File: src/rtl/pipe_checker_pkg.sv
// Shared definitions for the pipeline checker: FSM state encoding, counter width,
// latency limits and a saturating increment used by both statistic counters.
package pipe_check_pkg;

  localparam logic [1:0] STATE_IDLE  = 2'd0;
  localparam logic [1:0] STATE_FILL  = 2'd1;
  localparam logic [1:0] STATE_CHECK = 2'd2;
  localparam logic [1:0] STATE_HALT  = 2'd3;

  localparam int COUNTER_WIDTH      = 16;
  localparam int MIN_LATENCY        = 1;
  localparam int MAX_LATENCY        = 8;
  localparam int FILL_COUNTER_WIDTH = $clog2(MAX_LATENCY);

  // Counters stick at all-ones rather than wrapping back to zero.
  function automatic logic [COUNTER_WIDTH-1:0] satIncrement(input logic [COUNTER_WIDTH-1:0] value);
    return (value == '1) ? value : value + COUNTER_WIDTH'(1);
  endfunction

endpackage

File: src/rtl/pipe_checker_expected_delay_line.sv
// Shift register that delays the predicted result and its valid bit by the DUT
// latency; it shifts on every edge so bubbles keep their place in the stream.
module expected_delay_line
  import pipe_check_pkg::*;
#(
  parameter int numberOfBits = 8,
  parameter int latency      = 2
) (
  input  logic                    clock_i,
  input  logic                    nReset_i,
  input  logic [numberOfBits-1:0] data_i,
  input  logic                    valid_i,
  output logic [numberOfBits-1:0] data_o,
  output logic                    valid_o
);

  logic [numberOfBits-1:0] data_q [latency];
  logic [latency-1:0]      valid_q;

  always_ff @(posedge clock_i) begin
    if (!nReset_i) begin
      valid_q <= '0;
      for (int i = 0; i < latency; i++) begin
        data_q[i] <= '0;
      end
    end else begin
      valid_q[0] <= valid_i;
      data_q[0]  <= data_i;
      for (int i = 1; i < latency; i++) begin
        valid_q[i] <= valid_q[i-1];
        data_q[i]  <= data_q[i-1];
      end
    end
  end

  assign data_o  = data_q[latency-1];
  assign valid_o = valid_q[latency-1];

endmodule

File: config.mk
export PLATFORM = sky130hd
export DESIGN_NAME = expected_delay_line
export DESIGN_NICKNAME = d
export VERILOG_FILES = /design/src/rtl/pipe_checker_pkg.sv /design/src/rtl/pipe_checker_expected_delay_line.sv
export SDC_FILE = /design/constraint.sdc
export NUM_CORES = 1
export LEC_CHECK = 0
export BUFFER_PORTS_ARGS = -buffer_cell sky130_fd_sc_hd__buf_2
export CORE_AREA = 3 3 40 42
export DETAILED_ROUTE_END_ITERATION = 10
export DIE_AREA = 0 0 43 45
export PLACE_DENSITY = 0.73
export SLEW_MARGIN = 10
export SYNTH_ARGS = -nofsm -noshare
export SYNTH_HDL_FRONTEND = slang
export SYNTH_SLANG_ARGS = --single-unit
File: constraint.sdc
create_clock -name clock_i -period 0.8 [get_ports clock_i]
set_clock_uncertainty 0.05 [all_clocks]
set_input_delay 0.08 -clock clock_i [delete_from_list [all_inputs] [get_ports clock_i]]
set_output_delay 0.08 -clock clock_i [all_outputs]
set_load 0.005 [all_outputs]
==> flow_summary.rst, run 1 <==
.. list-table::
   :header-rows: 1

   * - Metric
     - Value
   * - Outcome
     - finished with violations
   * - Violated checks
     - negative setup slack
   * - Most used cells in the layout excluding fill and tap cells
     - sky130_fd_sc_hd__buf_2 (18), sky130_fd_sc_hd__dfxtp_1 (17), sky130_fd_sc_hd__and2_2 (14)
   * - Share of final-layout standard cells stronger than drive strength 1
     - 0.559
   * - Critical Path RT
     - 0.67 ns
   * - Cells after Synth
     - 45
   * - Clock sink count
     - 18
   * - Power per cell area
     - 2140 nW/um2
   * - Clock-pin slew on the worst setup and hold paths
     - 0.09 ns
   * - Final routed DRC violation total
     - 0
   * - Antenna cell count
     - 0
   * - Capturing element of the worst setup path
     - data_o[6]
   * - CTS buffer count
     - 3
   * - Leading cell type in the layout, fill and taps excluded
     - sky130_fd_sc_hd__buf_2
   * - Number of max-cap violations
     - 0
   * - Part of the total power dissipated in the clock network
     - 0.326
   * - P_sw
     - 278 uW
   * - Final number of hold-violating endpoints
     - 0
   * - Leftover overflow at the end of global routing
     - 0
   * - Maximum frequency from static timing analysis
     - between 1000 and 1500 MHz
   * - Path depth of the worst reg2reg path
     - 1
   * - Cell area after synthesis
     - 562 um2
   * - Total number of cells along the worst setup path
     - 1
   * - Die area
     - 1940 um2
   * - Later-pin clock latency in the skew report
     - 0.28 ns
   * - Clock period minus worst slack
     - 0.837 ns
   * - DRC violation total after the first TritonRoute iteration
     - 3
   * - Critical path startpoint category
     - flop
   * - Core area
     - 1280 um2
   * - RSZ-0062 raised after global routing
     - true
   * - Min-delay worst type
     - in2reg
   * - Worst Setup Path Type
     - reg2out
   * - Number of buffers inserted to repair setup after CTS
     - 0
   * - Switching power share of the total
     - 0.176
   * - Number of ports placed on the die boundary
     - 20
   * - Combinational power share
     - 0.075
   * - Mapped Nets
     - 56
   * - Antenna viol nets, final
     - 0
   * - Worst setup startpoint
     - data_q[0][14]
   * - Portion of total power attributed to sequential cells
     - 0.599
   * - Highest fanout seen on the critical path
     - 1
   * - Nets@finish
     - 80
   * - Initial Utilization
     - 0.437
   * - Post-DP Area
     - 604 um2
   * - Distinct cell type count after synthesis
     - 5
   * - Via density per instance
     - 3.69
   * - Leakage Power
     - 0.355 nW
   * - Average wire per standard cell
     - approximately 8.0 um
   * - Portion of the clock cycle consumed by the worst path in the final layout
     - 1.05
   * - Final hold slack
     - 0.108 ns
   * - Avg Cell Area, Syn
     - 12.5 um2
   * - Critical-path cell list
     - buf_6
   * - Sequential fraction of the synthesis area
     - 0.641
   * - Worst path setup slack after routing
     - -0.0365 ns
   * - Worst Setup End Kind
     - primary output
   * - Relative area change from synthesis to final layout
     - 31.4%
   * - CP top delay family
     - flip-flops
   * - Worst-Margin Slew
     - 0.190 ns
   * - Max-slew violation count
     - 0
   * - Number of storage elements in the synthesis netlist
     - 18
   * - Maximum number of pins on one net before global-route repair
     - 19
   * - Total power of the final layout
     - approximately 1.6 mW
   * - Total of endpoints with negative setup slack in the final report
     - 9
   * - CTS H-tree depth
     - 1
   * - Clk root buf
     - sky130_fd_sc_hd__clkbuf_4
   * - Setup slack of the most critical reg-to-reg path
     - 0.17 ns
   * - Pre-CTS WS
     - 0.181 ns
   * - Data arrival time of the worst path
     - 0.71 ns
   * - Weighted congestion at the end of routability-driven global placement
     - 0.533
   * - Post-route cell area
     - 738 um2
   * - Standard-cell rows
     - 13
   * - Clock tree buffer depth
     - 2
   * - Wire length of the first global-routing pass
     - 1.10 mm
   * - Slowest library cell on the worst path
     - sky130_fd_sc_hd__dfxtp_2
   * - Count of synthesis-stage warnings from yosys
     - 0
   * - Peak supply drop
     - 1.40 mV
   * - DR vias
     - slightly above 300
   * - Origin of the worst min-delay path
     - nReset_i
   * - Tightest slew margin relative to the limit
     - 0.874
   * - Capture point of the worst reg-to-reg path
     - data_q[0][8]
   * - Number of global-route vias before repair
     - 273
   * - Number of antenna violations at the first check in global routing
     - 0
   * - Clock tree from TritonCTS
     - yes
   * - Worst stage delay on the critical path
     - 0.33 ns
   * - Die Span Y
     - about 45 um
   * - Length of the first detailed-routing pass in iterations
     - 2
   * - Aggregate global-route resource usage
     - 0.0824
   * - Horizontal extent of the die
     - 43 um
   * - Sum of routed wire length over all layers
     - 667 um
   * - I/O Buffers
     - 19
   * - Reg-to-reg startpoint
     - data_q[0][0]
   * - Fraction of the core area covered by cells at the end of the flow
     - 0.574
   * - # fillers
     - 103
   * - Total internal power
     - 1.30 mW
   * - Buffers plus inverters on the worst setup path
     - 1
-- sequential cells by signal (all words and copies together), names as in the netlist --
name and flops:
data_q 16, valid_q 2
-- power by group through the flow --
stage | registers, mW | clock network, mW | logic, mW
3_3_place_gp | 0.965 | 0 | 0.0813
4_1_cts | 0.945 | 0.536 | 0.116
6_report | 0.945 | 0.515 | 0.118
2_1_floorplan | 0.965 | 0 | 0.0638
5_1_grt | 0.949 | 0.564 | 0.133
3_5_place_dp | 0.966 | 0 | 0.0836
-- cell families after synthesis --
group,after synthesis,share of synthesized area
simple gates,18,0.232
flops,18,0.641
buf+inv,9,0.127
-- layout make-up --
cell class / instances / area, um2 / share of cell area
sequential: 18 / 362 / 0.490
timing repair buffer: 28 / 191 / 0.259
clock buffer: 4 / 36.3 / 0.0492
multi-input combinational: 18 / 130 / 0.176
tap: 15 / 18.8 / 0.0254
-- cell usage after synthesis (all sizes together) --
master	n	area [um2]
and2	18	130
buf	9	71.3
dfxtp	18	360
-- per-layer routing --
layer,share of wire,track usage,vias up
li1,-,-,172
met1,0.36,0.0844,115
met2,0.47,0.117,15
met3,0.10,0.0279,4
met4,0.066,0.108,0
met5,0,0,-
-- how the worst min path moves through the flow --
stage	cells after the start	endpoint	slack [ns]
after CTS	2	data_q[0][10]	0.1
after global placement	2	valid_q[0]	0.25
after detailed placement	2	valid_q[0]	0.25
after floorplan	1	data_q[0][0]	0.17
final	2	data_q[0][12]	0.11
after global routing	2	data_q[0][13]	0.13
-- per-stage QoR --
stage	TNS, ns	cells
floorplan	0	45
global placement	0	70
detailed placement	0	70
CTS	-0.339	83
global route	-0.540	83
finish	-0.223	83
-- what timing repair did --
action,in CTS,in global routing
hold buffers,9,0
endpoints found under the hold margin,9,0
gates resized for setup,0,2
setup endpoints to repair,9,9
gates cloned,0,0
(Power assumes the default switching activity.)
==> inputs of run 2 (changes only) <==
--- a/config.mk
+++ b/config.mk
@@ -10,6 +10,7 @@
 export DETAILED_ROUTE_END_ITERATION = 10
 export DIE_AREA = 0 0 43 45
 export PLACE_DENSITY = 0.73
+export RECOVER_POWER = 25
 export SLEW_MARGIN = 10
 export SYNTH_ARGS = -nofsm -noshare
 export SYNTH_HDL_FRONTEND = slang
==> run 2 against run 1 <==
  * Sequential power hardly changed
  * Global-route usage stayed put
  * Utilization stayed put
  * The run still ends with negative setup slack left
  * Routed wire length fell by 0.15%
==> flow_summary.rst, run 2 (synthesis results as in run 1) <==
.. list-table::
   :header-rows: 1

   * - Metric
     - Value
   * - Number of global-route vias before repair
     - 273 (unchanged)
   * - Number of max-cap violations
     - 0 (unchanged)
   * - Buffers plus inverters on the worst setup path
     - 1 (unchanged)
   * - Clock tree buffer depth
     - 2 (unchanged)
   * - Worst-Margin Slew
     - 0.191 ns (was 0.190 ns)
   * - Final number of hold-violating endpoints
     - 0 (unchanged)
   * - Data arrival time of the worst path
     - 0.71 ns (about the same)
   * - Via density per instance
     - 3.69 (unchanged)
   * - Length of the first detailed-routing pass in iterations
     - 2 (unchanged)
   * - Clk root buf
     - sky130_fd_sc_hd__clkbuf_4 (unchanged)
   * - DRC violation total after the first TritonRoute iteration
     - 3 (unchanged)
   * - CTS H-tree depth
     - 1 (unchanged)
   * - Leading cell type in the layout, fill and taps excluded
     - sky130_fd_sc_hd__buf_2 (unchanged)
   * - Maximum frequency from static timing analysis
     - 1200 MHz (about the same)
   * - Total power of the final layout
     - 1.58 mW (about the same)
   * - Registers with the highest flip-flop counts
     - data_q: 16 flops, valid_q: 2 flops (unchanged)
   * - Power per cell area
     - 2140 nW/um2 (about the same)
   * - Min-delay worst type
     - in2reg (unchanged)
   * - Die Span Y
     - 45 um (unchanged)
   * - Worst path setup slack after routing
     - -0.0365 ns (about the same)
   * - Number of antenna violations at the first check in global routing
     - 0 (unchanged)
   * - Outcome
     - finished with violations (unchanged)
   * - Number of buffers inserted to repair setup after CTS
     - 0 (unchanged)
   * - Standard-cell rows
     - 13 (unchanged)
   * - Clock sink count
     - 18 (unchanged)
   * - Antenna cell count
     - 0 (unchanged)
   * - Gr busiest metal
     - met2 (unchanged)
   * - Peak supply drop
     - 1.40 mV (about the same)
   * - Leftover overflow at the end of global routing
     - 0 (unchanged)
   * - Global routing met3 resource utilization
     - 0.0279 (unchanged)
   * - Critical Path RT
     - 0.67 ns (about the same)
   * - Slowest library cell on the worst path
     - sky130_fd_sc_hd__dfxtp_2 (unchanged)
   * - Antenna viol nets, final
     - 0 (unchanged)
   * - Average wire per standard cell
     - 8.02 um (was 8.04 um)
   * - Most used cells in the layout excluding fill and tap cells
     - sky130_fd_sc_hd__buf_2 (18), sky130_fd_sc_hd__dfxtp_1 (17), sky130_fd_sc_hd__and2_2 (14) (unchanged)
   * - Initial Utilization
     - 0.437 (unchanged)
   * - Wire length of the first global-routing pass
     - 1.10 mm (unchanged)
   * - Global routing met1 resource utilization
     - 0.0844 (unchanged)
   * - RSZ-0062 raised after global routing
     - true (unchanged)
   * - Worst stage delay on the critical path
     - 0.33 ns (about the same)
   * - Register with the most flip-flops
     - data_q (unchanged)
   * - Final routed DRC violation total
     - 0 (unchanged)
   * - Core area
     - 1280 um2 (unchanged)
   * - Portion of the clock cycle consumed by the worst path in the final layout
     - 1.05 (about the same)
   * - Maximum number of pins on one net before global-route repair
     - 19 (unchanged)
   * - Horizontal extent of the die
     - 43 um (unchanged)
   * - Total of endpoints with negative setup slack in the final report
     - 9 (unchanged)
   * - Weighted congestion at the end of routability-driven global placement
     - 0.533 (unchanged)
   * - Worst Setup End Kind
     - primary output (unchanged)
   * - Highest fanout seen on the critical path
     - 1 (unchanged)
   * - Number of flip-flops under the largest register name
     - 16 (unchanged)
   * - Tightest slew margin relative to the limit
     - 0.873 (was 0.874)
   * - Clock tree from TritonCTS
     - yes (unchanged)
   * - Critical-path cell list
     - buf_6 (unchanged)
   * - Aggregate global-route resource usage
     - 0.0824 (unchanged)
   * - Critical path startpoint category
     - flop (unchanged)
   * - Later-pin clock latency in the skew report
     - 0.28 ns (about the same)
   * - I/O Buffers
     - 19 (unchanged)
   * - Number of ports placed on the die boundary
     - 20 (unchanged)
   * - Leakage Power
     - 0.353 nW (was 0.355 nW)
   * - Max-slew violation count
     - 0 (unchanged)
   * - Violated checks
     - negative setup slack (unchanged)
   * - Met2 usage in global routing
     - 0.117 (unchanged)
   * - CTS buffer count
     - 3 (unchanged)
   * - Sum of routed wire length over all layers
     - 666 um (was 667 um)
   * - Die area
     - 1940 um2 (unchanged)
   * - Nets@finish
     - 80 (unchanged)
   * - Clock period minus worst slack
     - 0.837 ns (about the same)
   * - Share of final-layout standard cells stronger than drive strength 1
     - 0.559 (unchanged)
   * - Worst Setup Path Type
     - reg2out (unchanged)
   * - CP top delay family
     - flip-flops (unchanged)
   * - Setup TNS
     - -0.223 ns (about the same)
   * - Relative area change from synthesis to final layout
     - 31.4% (unchanged)
   * - Clock-pin slew on the worst setup and hold paths
     - 0.09 ns (about the same)
   * - DR vias
     - 306 (unchanged)
==> run 2: what timing repair did <==
action	CTS	global route
cloned	0	0
endpoints found under the hold margin	9	0
endpoints found under the setup margin	9	9
pin swaps	0	0
hold buffers	9	0
resized for setup	0	2
==> run 2: layout make-up <==
cell class              count  area, um2
fillers                   103        547
flip-flops and latches     18        362
repair buffers             28        191
multi-input cells          18        130
clock buffers               4       36.3
well taps                  15       18.8
==> run 2: power by group <==
| part | switching [mW] | internal (mW) | total, mW | leakage [nW] |
|---|---|---|---|---|
| logic | 0.0327 | 0.0848 | 0.117 | 0.182 |
| registers | 0.00778 | 0.937 | 0.945 | 0.149 |
| clock network | 0.238 | 0.277 | 0.515 | 0.0210 |
==> run 2: metrics by stage <==
stage / cells / hold slack [ns] / setup WS, ns / instance area [um2] / utilization
floorplan: 45 / 0.166 / 0.200 / 562 / -
global placement: 70 / 0.246 / 0.188 / 604 / 0.470
detailed placement: 70 / 0.247 / 0.181 / 604 / 0.470
CTS: 83 / 0.0991 / -0.0462 / 731 / 0.569
global route: 83 / 0.123 / -0.0680 / 738 / 0.574
finish: 83 / 0.105 / -0.0365 / 738 / 0.574
==> run 2: metal layers <==
layer / part of all wire / up-vias
li1: - / 172
met1: 0.36 / 115
met2: 0.47 / 15
met3: 0.11 / 4
met4: 0.066 / 0
met5: 0 / -
==> run 2: path summary, 6_finish.rpt <==
kind | from | endpoint | slack (ns) | depth (start not counted)
setup / recovery | data_q[0][14] | data_o[6] | -0.04 | 1
hold / removal | nReset_i | data_q[0][12] | 0.10 | 2
hold reg to reg | data_q[0][2] | data_q[0][10] | 0.39 | 1
setup reg to reg | data_q[0][0] | data_q[0][8] | 0.17 | 1
==> inputs of run 3 (changes only) <==
--- a/config.mk
+++ b/config.mk
@@ -6,12 +6,15 @@
 export NUM_CORES = 1
 export LEC_CHECK = 0
 export BUFFER_PORTS_ARGS = -buffer_cell sky130_fd_sc_hd__buf_2
-export CORE_AREA = 3 3 40 42
+export CELL_PAD_IN_SITES_DETAIL_PLACEMENT = 1
+export CELL_PAD_IN_SITES_GLOBAL_PLACEMENT = 1
+export CORE_MARGIN = 3
+export CORE_UTILIZATION = 34
 export DETAILED_ROUTE_END_ITERATION = 10
-export DIE_AREA = 0 0 43 45
-export PLACE_DENSITY = 0.73
+export PLACE_DENSITY = 0.76
 export RECOVER_POWER = 25
-export SLEW_MARGIN = 10
+export SETUP_SLACK_MARGIN = 0.2
+export SLEW_MARGIN = 20
 export SYNTH_ARGS = -nofsm -noshare
 export SYNTH_HDL_FRONTEND = slang
 export SYNTH_SLANG_ARGS = --single-unit
==> run 3 against run 2 <==
  * The flow finishes with violations (negative hold slack, negative setup slack)
  * Sequential cell count is the same
  * Fmax shrank 0.79%
  * Register-to-register slack gained 0.02 ns
  * Routed wire length grew 3.8%
  * Sequential power grew 0.6%
  * Final area shrank 10%
  * Clock power grew 3%
  * Final cell count shrank 9.6%
  * Non-clock buffer count shrank 9
  * Sequential share of layout area grew 6.6 points
  * Combinational power shrank 21%
  * Via count shrank 2.3%
  * Largest cell class unchanged
==> flow_summary.rst, run 3 (synthesis results as in run 1) <==
.. list-table::
   :header-rows: 1

   * - Metric
     - Value
   * - Outcome
     - finished with violations (unchanged)
   * - Violated checks
     - negative hold slack, negative setup slack (was negative setup slack)
   * - Weighted congestion at the end of routability-driven global placement
     - 0.504 (was 0.533)
   * - I/O Buffers
     - 19 (unchanged)
   * - WHS Endpoint
     - valid_q[0] (was data_q[0][12])
   * - Core area
     - 1520 um2 (was 1280 um2)
   * - Placed wire-length estimate
     - 530 um
   * - Total power of the final layout
     - 1.57 mW (was 1.58 mW)
   * - Length of the first detailed-routing pass in iterations
     - 1 (was 2)
   * - Later-pin clock latency in the skew report
     - 0.28 ns (about the same)
   * - Reg-to-reg startpoint
     - data_q[0][6] (was data_q[0][0])
   * - Clock tree from TritonCTS
     - yes (unchanged)
   * - Combinational power share
     - 0.059 (was 0.074)
   * - Final hold slack
     - -0.0425 ns (was 0.105 ns)
   * - Tightest slew margin relative to the limit
     - 0.654 (was 0.873)
   * - CTS H-tree depth
     - 1 (unchanged)
   * - Final number of hold-violating endpoints
     - 9 (was 0)
   * - Number of max-cap violations
     - 0 (unchanged)
   * - Leftover overflow at the end of global routing
     - 0 (unchanged)
   * - Portion of the clock cycle consumed by the worst path in the final layout
     - 1.05 (about the same)
   * - Die area
     - 2180 um2 (was 1940 um2)
   * - Share of final-layout standard cells stronger than drive strength 1
     - 0.746 (was 0.559)
   * - Path depth of the worst reg2reg path
     - 1 (unchanged)
   * - Most used cells in the layout excluding fill and tap cells
     - sky130_fd_sc_hd__buf_2 (17), sky130_fd_sc_hd__dfxtp_1 (11), sky130_fd_sc_hd__and2_2 (9) (was sky130_fd_sc_hd__buf_2 (18), sky130_fd_sc_hd__dfxtp_1 (17), sky130_fd_sc_hd__and2_2 (14))
   * - CP top delay family
     - flip-flops (unchanged)
   * - Maximum number of pins on one net before global-route repair
     - 19 (unchanged)
   * - Number of ports placed on the die boundary
     - 20 (unchanged)
   * - Antenna cell count
     - 0 (unchanged)
   * - Fraction of the core area covered by cells at the end of the flow
     - 0.436 (was 0.574)
   * - Data arrival time of the worst path
     - 0.71 ns (about the same)
   * - Clock period minus worst slack
     - 0.843 ns (was 0.837 ns)
   * - Number of flip-flops under the largest register name
     - 16 (unchanged)
   * - Power per cell area
     - 2370 nW/um2 (was 2140 nW/um2)
   * - Min-delay worst type
     - in2reg (unchanged)
   * - Hold Crit Depth
     - 2 (unchanged)
   * - Clock-pin slew on the worst setup and hold paths
     - 0.09 ns (about the same)
   * - Worst Setup Path Type
     - reg2out (unchanged)
   * - Highest fanout seen on the critical path
     - 1 (unchanged)
   * - RSZ-0062 raised after global routing
     - true (unchanged)
   * - Filler-free cell count of the finished design
     - 75 (was 83)
   * - Worst-Margin Slew
     - 0.520 ns (was 0.191 ns)
   * - Final routed DRC violation total
     - 0 (unchanged)
   * - Worst stage delay on the critical path
     - 0.32 ns (was 0.33 ns)
   * - Total of endpoints with negative setup slack in the final report
     - 9 (unchanged)
   * - Leakage Power
     - 0.322 nW (was 0.353 nW)
   * - Sum of routed wire length over all layers
     - 691 um (was 666 um)
   * - Capture point of the worst reg-to-reg path
     - data_q[0][14] (was data_q[0][8])
   * - P_sw
     - 291 uW (was 278 uW)
   * - Clk root buf
     - sky130_fd_sc_hd__clkbuf_4 (unchanged)
   * - Antenna viol nets, final
     - 0 (unchanged)
   * - Pre-CTS WS
     - 0.166 ns (was 0.181 ns)
   * - Aggregate global-route resource usage
     - 0.0706 (was 0.0824)
   * - Critical path startpoint category
     - flop (unchanged)
   * - DR vias
     - 299 (was 306)
   * - Inst Count DP
     - 71 (was 70)
   * - Slowest library cell on the worst path
     - sky130_fd_sc_hd__dfxtp_2 (unchanged)
   * - Leading cell type in the layout, fill and taps excluded
     - sky130_fd_sc_hd__buf_2 (unchanged)
   * - Number of buffers inserted to repair setup after CTS
     - 0 (unchanged)
   * - Peak supply drop
     - 1.01 mV (was 1.40 mV)
   * - Critical Path RT
     - 0.67 ns (about the same)
   * - Number of antenna violations at the first check in global routing
     - 0 (unchanged)
   * - Critical-path cell list
     - buf_2 (was buf_6)
   * - Buffers plus inverters on the worst setup path
     - 1 (unchanged)
   * - Worst path setup slack after routing
     - -0.0431 ns (was -0.0365 ns)
   * - Origin of the worst min-delay path
     - valid_i (was nReset_i)
   * - Clock sink count
     - 18 (unchanged)
   * - Switching power share of the total
     - 0.185 (was 0.177)
   * - Portion of total power attributed to sequential cells
     - 0.605 (was 0.599)
   * - Worst Setup End Kind
     - primary output (unchanged)
   * - Clock tree buffer depth
     - 2 (unchanged)
   * - Total internal power
     - 1.28 mW (was 1.30 mW)
   * - Standard-cell rows
     - 14 (was 13)
   * - Setup slack of the most critical reg-to-reg path
     - 0.19 ns (was 0.17 ns)
   * - DRC violation total after the first TritonRoute iteration
     - 0 (was 3)
   * - Number of global-route vias before repair
     - 270 (was 273)
   * - Via density per instance
     - 3.99 (was 3.69)
   * - Total number of cells along the worst setup path
     - 1 (unchanged)
   * - Max-slew violation count
     - 0 (unchanged)
   * - Horizontal extent of the die
     - 46.7 um (was 43 um)
   * - Die Span Y
     - 46.7 um (was 45 um)
   * - CTS buffer count
     - 3 (unchanged)
   * - Maximum frequency from static timing analysis
     - 1190 MHz (was 1200 MHz)
   * - Register with the most flip-flops
     - data_q (unchanged)
   * - Average wire per standard cell
     - 9.21 um (was 8.02 um)
   * - Part of the total power dissipated in the clock network
     - 0.337 (was 0.326)
   * - Registers with the highest flip-flop counts
     - data_q: 16 flops, valid_q: 2 flops (unchanged)
   * - Nets@finish
     - 71 (was 80)
   * - Initial Utilization
     - 0.369 (was 0.437)
   * - Relative area change from synthesis to final layout
     - 18.3% (was 31.4%)
   * - Wire length of the first global-routing pass
     - 1.01 mm (was 1.10 mm)
-- run 3: cell types whose count changed in the layout (fill, tap and decap cells not counted), sizes merged --
cell,delta
buf,-1
clkbuf,+1
dlygate4sd3,-9
-- run 3: what timing repair did --
| action | in CTS | in global routing |
|---|---|---|
| endpoints found under the setup margin | 11 | 17 |
| resized for setup | 2 | 7 |
| hold endpoints to repair | 9 | 9 |
-- run 3: per-layer routing --
layer	GRT usage	wire, um
met3	0.0273	63
met4	0.0829	18
met1	0.0659	265
met2	0.107	344
met5	0	0
-- run 3: how the worst max path moves through the flow --
stage	startpoint	end	slack (ns)
3_3_place_gp	nReset_i	valid_q[0]	0.17
3_5_place_dp	nReset_i	valid_q[0]	0.17
6_report	data_q[0][10]	data_o[2]	-0.04
2_1_floorplan	data_q[0][6]	data_q[0][14]	0.23
5_1_grt	data_q[0][10]	data_o[2]	-0.09
4_1_cts	data_q[0][14]	data_o[6]	-0.06
-- run 3: final cells by class --
type,count,area [um2]
multi-input combinational,18,139
sequential,18,369
fill,173,860
tap,16,20.0
clock buffer,4,36.3
timing repair buffer,19,100
-- run 3: power by group through the flow --
| stage | logic [mW] | clock network [mW] | registers, mW |
|---|---|---|---|
| after floorplan | 0.0696 | 0 | 0.966 |
| after global placement | 0.0884 | 0 | 0.966 |
| after detailed placement | 0.0915 | 0 | 0.968 |
| after CTS | 0.0914 | 0.561 | 0.948 |
| after global routing | 0.103 | 0.592 | 0.956 |
| final | 0.0921 | 0.529 | 0.951 |
-- run 3: metrics by stage --
step	instance area, um2	setup TNS [ns]	hold slack, ns
floorplan	568	0	0.165
global placement	612	0	0.245
detailed placement	612	0	0.254
CTS	651	-0.465	-0.0573
global route	664	-0.671	-0.0572
finish	664	-0.302	-0.0425
